**src/rtl/render_frame_scheduler.sv**
```systemverilog
// Per-frame render sequencer: clears the back buffer, launches the pipeline once per object,
// then requests a buffer swap. All outputs are registered.
module render_frame_scheduler #(
  parameter int MAX_NUM_OBJECTS_PER_FRAME = 1024,
  parameter int OBJ_CNT_WIDTH             = $clog2(MAX_NUM_OBJECTS_PER_FRAME + 1),
  parameter int TIMEOUT_CYCLES            = 2**20
) (
  input  logic                     clk,
  input  logic                     rst,
  input  logic                     i_frame_start,
  input  logic [OBJ_CNT_WIDTH-1:0] i_num_objects,
  output logic                     o_clear_req,
  input  logic                     i_clear_done,
  output logic                     o_pipe_start,
  input  logic                     i_pipe_ready,
  input  logic                     i_pipe_finished,
  input  logic                     i_mvp_fifo_empty,
  output logic                     o_swap_req,
  input  logic                     i_swap_ack,
  output logic                     o_busy,
  output logic [OBJ_CNT_WIDTH-1:0] o_obj_idx,
  output logic                     o_frame_done,
  output logic                     o_overrun,
  output logic                     o_timeout
);

  // state    | meaning
  // IDLE     | waiting for an accepted frame start
  // CLEAR    | clear request held until clear done
  // WAIT_GO  | waiting for pipeline ready with a matrix available
  // START    | one-cycle pipeline start pulse
  // RENDER   | waiting for the pipeline to finish the current object
  // SWAP     | swap request held until acknowledged
  localparam logic [2:0] ST_IDLE    = 3'd0;
  localparam logic [2:0] ST_CLEAR   = 3'd1;
  localparam logic [2:0] ST_WAIT_GO = 3'd2;
  localparam logic [2:0] ST_START   = 3'd3;
  localparam logic [2:0] ST_RENDER  = 3'd4;
  localparam logic [2:0] ST_SWAP    = 3'd5;

  localparam int                       TMR_WIDTH = $clog2(TIMEOUT_CYCLES + 1);
  localparam logic [TMR_WIDTH-1:0]     TMR_LOAD  = TMR_WIDTH'(TIMEOUT_CYCLES - 1);
  localparam logic [OBJ_CNT_WIDTH-1:0] MAX_OBJ   = OBJ_CNT_WIDTH'(MAX_NUM_OBJECTS_PER_FRAME);

  logic [2:0]               state_q, state_d;
  logic [OBJ_CNT_WIDTH-1:0] num_q, num_d;
  logic [OBJ_CNT_WIDTH-1:0] idx_q, idx_d;
  logic [TMR_WIDTH-1:0]     tmr_q, tmr_d;
  logic                     clear_req_q, clear_req_d;
  logic                     pipe_start_q, pipe_start_d;
  logic                     swap_req_q, swap_req_d;
  logic                     busy_q, busy_d;
  logic                     frame_done_q, frame_done_d;
  logic                     overrun_q, overrun_d;
  logic                     timeout_q, timeout_d;
  logic                     wdog_run;
  logic                     wdog_hit;

  assign wdog_run = (state_q == ST_CLEAR) || (state_q == ST_RENDER) || (state_q == ST_SWAP);
  assign wdog_hit = wdog_run && (tmr_q == '0);

  always_comb begin
    state_d      = state_q;
    num_d        = num_q;
    idx_d        = idx_q;
    timeout_d    = timeout_q;
    frame_done_d = 1'b0;
    overrun_d    = i_frame_start && (state_q != ST_IDLE);

    case (state_q)
      ST_IDLE: begin
        if (i_frame_start) begin
          num_d   = (i_num_objects > MAX_OBJ) ? MAX_OBJ : i_num_objects;
          idx_d   = '0;
          state_d = ST_CLEAR;
        end
      end
      ST_CLEAR: begin
        if (i_clear_done) begin
          state_d = (num_q == '0) ? ST_SWAP : ST_WAIT_GO;
        end else if (wdog_hit) begin
          timeout_d = 1'b1;
          state_d   = ST_IDLE;
        end
      end
      ST_WAIT_GO: begin
        if (i_pipe_ready && !i_mvp_fifo_empty) state_d = ST_START;
      end
      ST_START: begin
        // a finished seen here belongs to an earlier launch and is ignored
        state_d = ST_RENDER;
      end
      ST_RENDER: begin
        if (i_pipe_finished) begin
          idx_d   = idx_q + OBJ_CNT_WIDTH'(1);
          state_d = (idx_d == num_q) ? ST_SWAP : ST_WAIT_GO;
        end else if (wdog_hit) begin
          timeout_d = 1'b1;
          state_d   = ST_IDLE;
        end
      end
      ST_SWAP: begin
        if (i_swap_ack) begin
          frame_done_d = 1'b1;
          state_d      = ST_IDLE;
        end else if (wdog_hit) begin
          timeout_d = 1'b1;
          state_d   = ST_IDLE;
        end
      end
      default: state_d = ST_IDLE;
    endcase

    // watchdog down-counter reloads on every state entry
    if (state_d != state_q) begin
      tmr_d = TMR_LOAD;
    end else if (wdog_run && (tmr_q != '0)) begin
      tmr_d = tmr_q - TMR_WIDTH'(1);
    end else begin
      tmr_d = tmr_q;
    end

    clear_req_d  = (state_d == ST_CLEAR);
    pipe_start_d = (state_d == ST_START);
    swap_req_d   = (state_d == ST_SWAP);
    busy_d       = (state_d != ST_IDLE);
  end

  always_ff @(posedge clk or posedge rst) begin
    if (rst) begin
      state_q      <= ST_IDLE;
      num_q        <= '0;
      idx_q        <= '0;
      tmr_q        <= '0;
      clear_req_q  <= 1'b0;
      pipe_start_q <= 1'b0;
      swap_req_q   <= 1'b0;
      busy_q       <= 1'b0;
      frame_done_q <= 1'b0;
      overrun_q    <= 1'b0;
      timeout_q    <= 1'b0;
    end else begin
      state_q      <= state_d;
      num_q        <= num_d;
      idx_q        <= idx_d;
      tmr_q        <= tmr_d;
      clear_req_q  <= clear_req_d;
      pipe_start_q <= pipe_start_d;
      swap_req_q   <= swap_req_d;
      busy_q       <= busy_d;
      frame_done_q <= frame_done_d;
      overrun_q    <= overrun_d;
      timeout_q    <= timeout_d;
    end
  end

  assign o_clear_req  = clear_req_q;
  assign o_pipe_start = pipe_start_q;
  assign o_swap_req   = swap_req_q;
  assign o_busy       = busy_q;
  assign o_obj_idx    = idx_q;
  assign o_frame_done = frame_done_q;
  assign o_overrun    = overrun_q;
  assign o_timeout    = timeout_q;

endmodule

```
**config.mk**
```make
export PLATFORM = sky130hd
export DESIGN_NAME = render_frame_scheduler
export DESIGN_NICKNAME = d
export VERILOG_FILES = /design/src/rtl/render_frame_scheduler.sv
export SDC_FILE = /design/constraint.sdc
export NUM_CORES = 1
export LEC_CHECK = 0
export CAP_MARGIN = 20
export CORE_UTILIZATION = 40
export CTS_CLUSTER_SIZE = 40
export DETAILED_ROUTE_END_ITERATION = 7
export GPL_ROUTABILITY_DRIVEN = 0
export SLEW_MARGIN = 40
export SYNTH_ARGS = -nofsm -noshare
export SYNTH_HDL_FRONTEND = slang
export SYNTH_SLANG_ARGS = --single-unit
```
**constraint.sdc**
```tcl
create_clock -name clk -period 4.6 [get_ports clk]
set_input_delay 0.69 -clock clk [delete_from_list [all_inputs] [get_ports clk]]
set_output_delay 0.69 -clock clk [all_outputs]
set_load 0.1 [all_outputs]
```
# Yosys cells after proc, flatten, opt, wreduce, memory -nomap -nowiden
# Cells that the tools add are included.
[totals]
ram_bits = 0
romBits = 0
latch_bits = 0
memories = 0
elab_cells = 70
register_bits = 53
inputBits = 19
[op_classes]
n_reduce_logical = 19
n_div = 0
bitwise = 0
n_addsub = 2
shifts = 0
order_cmp = 1
mul = 0
muxes = 22
eq_ne = 15
[ops]
columns = ["operator", "count"]
rows = [
  ["$mux 21", 2],
  ["$mux 11", 3],
  ["$mux 3", 8],
  ["$pmux 11 s2", 1],
  ["$logic_not 21->1", 1],
  ["$reduce_bool 21->1", 1],
  ["$sub 21x1->21 const B", 1],
  ["$pmux 3 s6", 1],
  ["$add 11x1->11 const B", 1],
  ["$eq 11x11->1", 1],
  ["$gt 11x11->1 const B", 1],
  ["$logic_not 11->1", 1],
  ["$ne 2x2->1 const B", 5],
  ["$eq 3x2->1 const B", 3],
  ["$eq 3x3->1 const B", 3],
  ["$reduce_bool 3->1", 3],
  ["$eq 3x1->1 const B", 2],
  ["$mux 1", 6],
  ["$logic_and 1x1->1", 4],
  ["$reduce_and 4->1", 1],
  ["$reduce_bool 2->1", 2],
  ["$logic_not 3->1", 1],
  ["$ne 3x3->1", 1],
  ["$pmux 1 s3", 1],
  ["4 further kinds", 5],
]

# Depth between registers and ports, before layout
[depth]
ltp_word = 9
ltp_mapped = 10
mapped_depth_nobuf = 9

# Worst setup path before layout
# Ideal clock, no wire load.
[synth_timing]
kind = "register to register"
startpoint = "reg idx_q[0], in the netlist o_obj_idx[0]"
endpoint = "reg clear_req_q, in the netlist o_clear_req"
setup_slack_ns = 1.668
t_arrival_ns = 2.810
n_path_buf = 0
t_required_ns = 4.479
path_stages_with_launch = 9
cell_sequence = "dfrtp_1 ha_1 nand2_1 or4_1 nand4_1 a2111oi_4 and3_1 a21oi_1 and4bb_1"
[synth_via]
elab_chain_cells = 6
[synth_lines]
columns = ["element", "line_no", "source"]
rows = [
  ["from (decl)", "47", "logic [OBJ_CNT_WIDTH-1:0] idx_q, idx_d;"],
  ["from (signal assigned)", "145", "idx_q <= idx_d;"],
  ["$add 11x1->11", "95", "idx_d = idx_q + OBJ_CNT_WIDTH'(1);"],
  ["$eq 11x11->1", "96", "state_d = (idx_d == num_q) ? ST_SWAP : ST_WAIT_GO;"],
  ["$mux 3", "96", ""],
  ["$mux 3", "94", "if (i_pipe_finished) begin"],
  ["$pmux 3 s6", "70", "case (state_q)"],
  ["$eq 3x1->1", "123", "clear_req_d = (state_d == ST_CLEAR);"],
  ["via clear_req_d", "49", "logic clear_req_q, clear_req_d;"],
  ["to (signal assigned)", "147", "clear_req_q <= clear_req_d;"],
  ["to (decl)", "49", ""],
]
# The timed path passes the listed nets, and every way through them passes these cells.
# A chain may end at the register's enable or synchronous reset.

# Worst setup path in the final report
[layout_timing]
startpoint = "reg num_q[7]"
endpoint = "reg tmr_q[1]"
[layout_via]
elab_chain_cells = 6
[layout_lines]
columns = ["element", "line_no", "source"]
rows = [
  ["from (decl)", "46", "logic [OBJ_CNT_WIDTH-1:0] num_q, num_d;"],
  ["from (signal assigned)", "144", "num_q <= num_d;"],
  ["$eq 11x11->1 / $logic_not 11->1 (equally long branches)", "96, 80", ""],
  ["$mux 3, on equally long branches", "96, 80", ""],
  ["$mux 3, on equally long branches", "94, 79", ""],
  ["$pmux 3 s6 *", "70", ""],
  ["$ne 3x3->1 *", "115", "if (state_d != state_q) begin"],
  ["$mux 21 / $reduce_bool 2->1 (equally long branches)", "-", ""],
  ["to (signal assigned)", "146", "tmr_q <= tmr_d;"],
  ["to (decl)", "48", "logic [TMR_WIDTH-1:0] tmr_q, tmr_d;"],
]
# Mark *: on every way between the ends. The rest lies on a longest branch, timed or not.

==> flow_summary.ini <==
[run_status]
status = complete, no violations

[critical_path]
cp.required_ns = 4.76
reg2reg_slack_ns = 2.01
r2r_start = num_q[7]
crit_fanout = 21
arrival_ns = 2.74
crit_type = reg -> reg
startpoint = num_q[7]
end_kind = register
reg2reg_depth = 5
crit-reg2reg-capture = tmr_q[1]
startpoint_type = register

[timing]
slew_violations = 0
min_period_ns = 2.59
period_share_pct = 56.2
whs_ns = 0.481
setup-violations-final = 0
rsz0062_at_grt = no
fin_skew_ns = 0.0129
clock.fmax_ghz = 0.387
hold_violations = 0
fin_setup_tns_ns = 0
maxSlewHeadroom_pct = 48.2
final.setup.worst_slack_ns = 2.01
worst_pin_slew_ns = 0.776

[cts]
cts_setup_buffers = 0
clkTransAtPathRegs_ns = 0.10
htreeDepth = 2
clock_latency_ns = 0.31
cts_buffers = 5
cts-root-buf = clkbuf_8
postCtsResizedCells = 0
clkSinkCount = 53
cts.path.max_buffers = 2
cts_tree = yes
ctsHoldBuffers = 0

[finish]
final_common_cell = dfrtp_1
seq_area_mm2 = 0.00133
fin_area_mm2 = 0.00345
final_core_util_pct = 46.8
drive_gt1_share_pct = 11.7
multi_input_comb_area_mm2 = 0.00159
final_cell_mix = dfrtp_1 (53), nand2_1 (43), nor2_1 (25), o21ai_0 (25)
stdcell_count = 457
diodes = 0
layout.nets = 379
nFillCells = 690
areaGrowthSynthToFinish_pct = 11.7

[place]
hpwl_um = 4950
dpl_cell_area_mm2 = 0.00336
portBuffers = 36
place_worst_setup_slack_ns = 1.84
place_inst = 449

[floorplan]
num_rows = 31
start_util_pct = 42.0
die_w_um = 89.9
io_pins = 37
core_area_mm2 = 0.00737
die_area_mm2 = 0.00808
die_h_um = 89.9

[synthesis]
yosys.area.top_type = dfrtp_1
synth.area.top_cells = dfrtp_1 (43%), nand2_1 (5.2%), o21ai_0 (4.0%)
synth_mux_area_share_pct = 1.70
ys.warnings.count = 0
synth_compound_area_share_pct = 14.4
synthAdderAreaFrac_pct = 1.21
syn_nets = 351
async_flop_share_pct = 100
synthSimpleGateAreaFrac_pct = 25.6
syn_inst = 329
synth_top_family_by_area = simple AND/OR/NAND/NOR gates
synth-main-ff-cell = dfrtp_1
avgSynthCellArea_um2 = 9.40
synth_edf_count = 0
synth.distinct_cells = 56
synth_seq_cells = 53
synth.yosys.seq_area_share_pct = 42.9
synth_top_area_share_pct = 42.9
synth-xor-area-share_pct = 8.50
syn_area_mm2 = 0.00309

[drt]
vias_per_cell = 5.43
wl_per_cell_um = 14.9
drtIter0Drc = 108
routed_wl_um = 6800
drcViolationCount = 0
ant_nets = 0
dr_total_vias = 2481
firstDrtPassIters = 5

[min_path]
holdPathEnd = o_timeout
hold_class = reg -> reg
hold_depth = 1
worstHoldStart = o_timeout

[global_routing]
gr-usage-met2_pct = 27.9
grt_util_met3_pct = 3.13
grt-ovfl-total = 0
grt_pass1_vias = 2250
grt_busiest_layer = met2
grt_max_degree = 36
grt_pass1_wl_um = 11400
antenna_found_initial = 0
grt_usage_pct = 17.6
grtUsageMet1_pct = 24.9

[power]
peakVddDrop_mv = 0.148
power_density_mw_per_mm2 = 484
p_leak_nw = 1.37
total_power_mw = 1.67

[run]
maxCapViolations = 0
==> report_power, final <==
| part | switching (mW) | internal (mW) |
|---|---|---|
| clock | 0.159 | 0.108 |
| combinational | 0.500 | 0.237 |
| sequential | 0.115 | 0.551 |
==> sequential cells by signal, indices dropped and copies added, names as in the netlist, 3 cells and up <==
register and flops:
tmr_q 21, num_q 11, o_obj_idx 11, state_q 3
==> synth_stat cells (all sizes together), types with 10 or more instances <==
master and count:
nand2b 10, clkbuf 10, o21ai 26, nand2 44, nand3 13, nor4 11, inv 12, nor2 25
xnor2 14, dfrtp 53, xor2 13, nor3 11
==> cells by family after synthesis <==
family                     count (synthesis)
muxes                                      5
and+or+nand+nor                          147
buffers and inverters                     28
xor gates and xnor gates                  28
adders and majority gates                  3
DFF                                       53
AOI/OAI and AO/OA                         65
==> area by class of cell <==
| class | count | area share, % |
|---|---|---|
| inverters | 12 | 1.30 |
| clock buffers | 6 | 2.10 |
| well taps | 99 | 3.59 |
| flip-flops and latches | 53 | 38.4 |
| multi-input cells | 248 | 46.1 |
| repair buffers | 37 | 8.05 |
| clock inverters | 2 | 0.435 |
==> layer usage <==
layer  up-vias  wire length [µm]
met1      1188              3220
met4         0                65
li1       1221                 -
met3         6               312
met2        66              3200
met5         -                 0
==> worst max-delay path: stages (launching register included) <==
cell	delay (ns)
dfrtp_1	0.45
nor4_1	0.52
a31oi_1	0.20
a211oi_1	0.36
a32o_1	0.72
o211ai_1	0.19
==> worst max path at each step <==
| stage | depth (start not counted) | to |
|---|---|---|
| final | 5 | tmr_q[1] |
| after CTS | 5 | tmr_q[1] |
| after global placement | 6 | tmr_q[0] |
| after floorplan | 8 | o_clear_req |
| after global routing | 5 | tmr_q[0] |
| after detailed placement | 6 | tmr_q[0] |
Note: power is estimated with default switching activity, not from simulation.
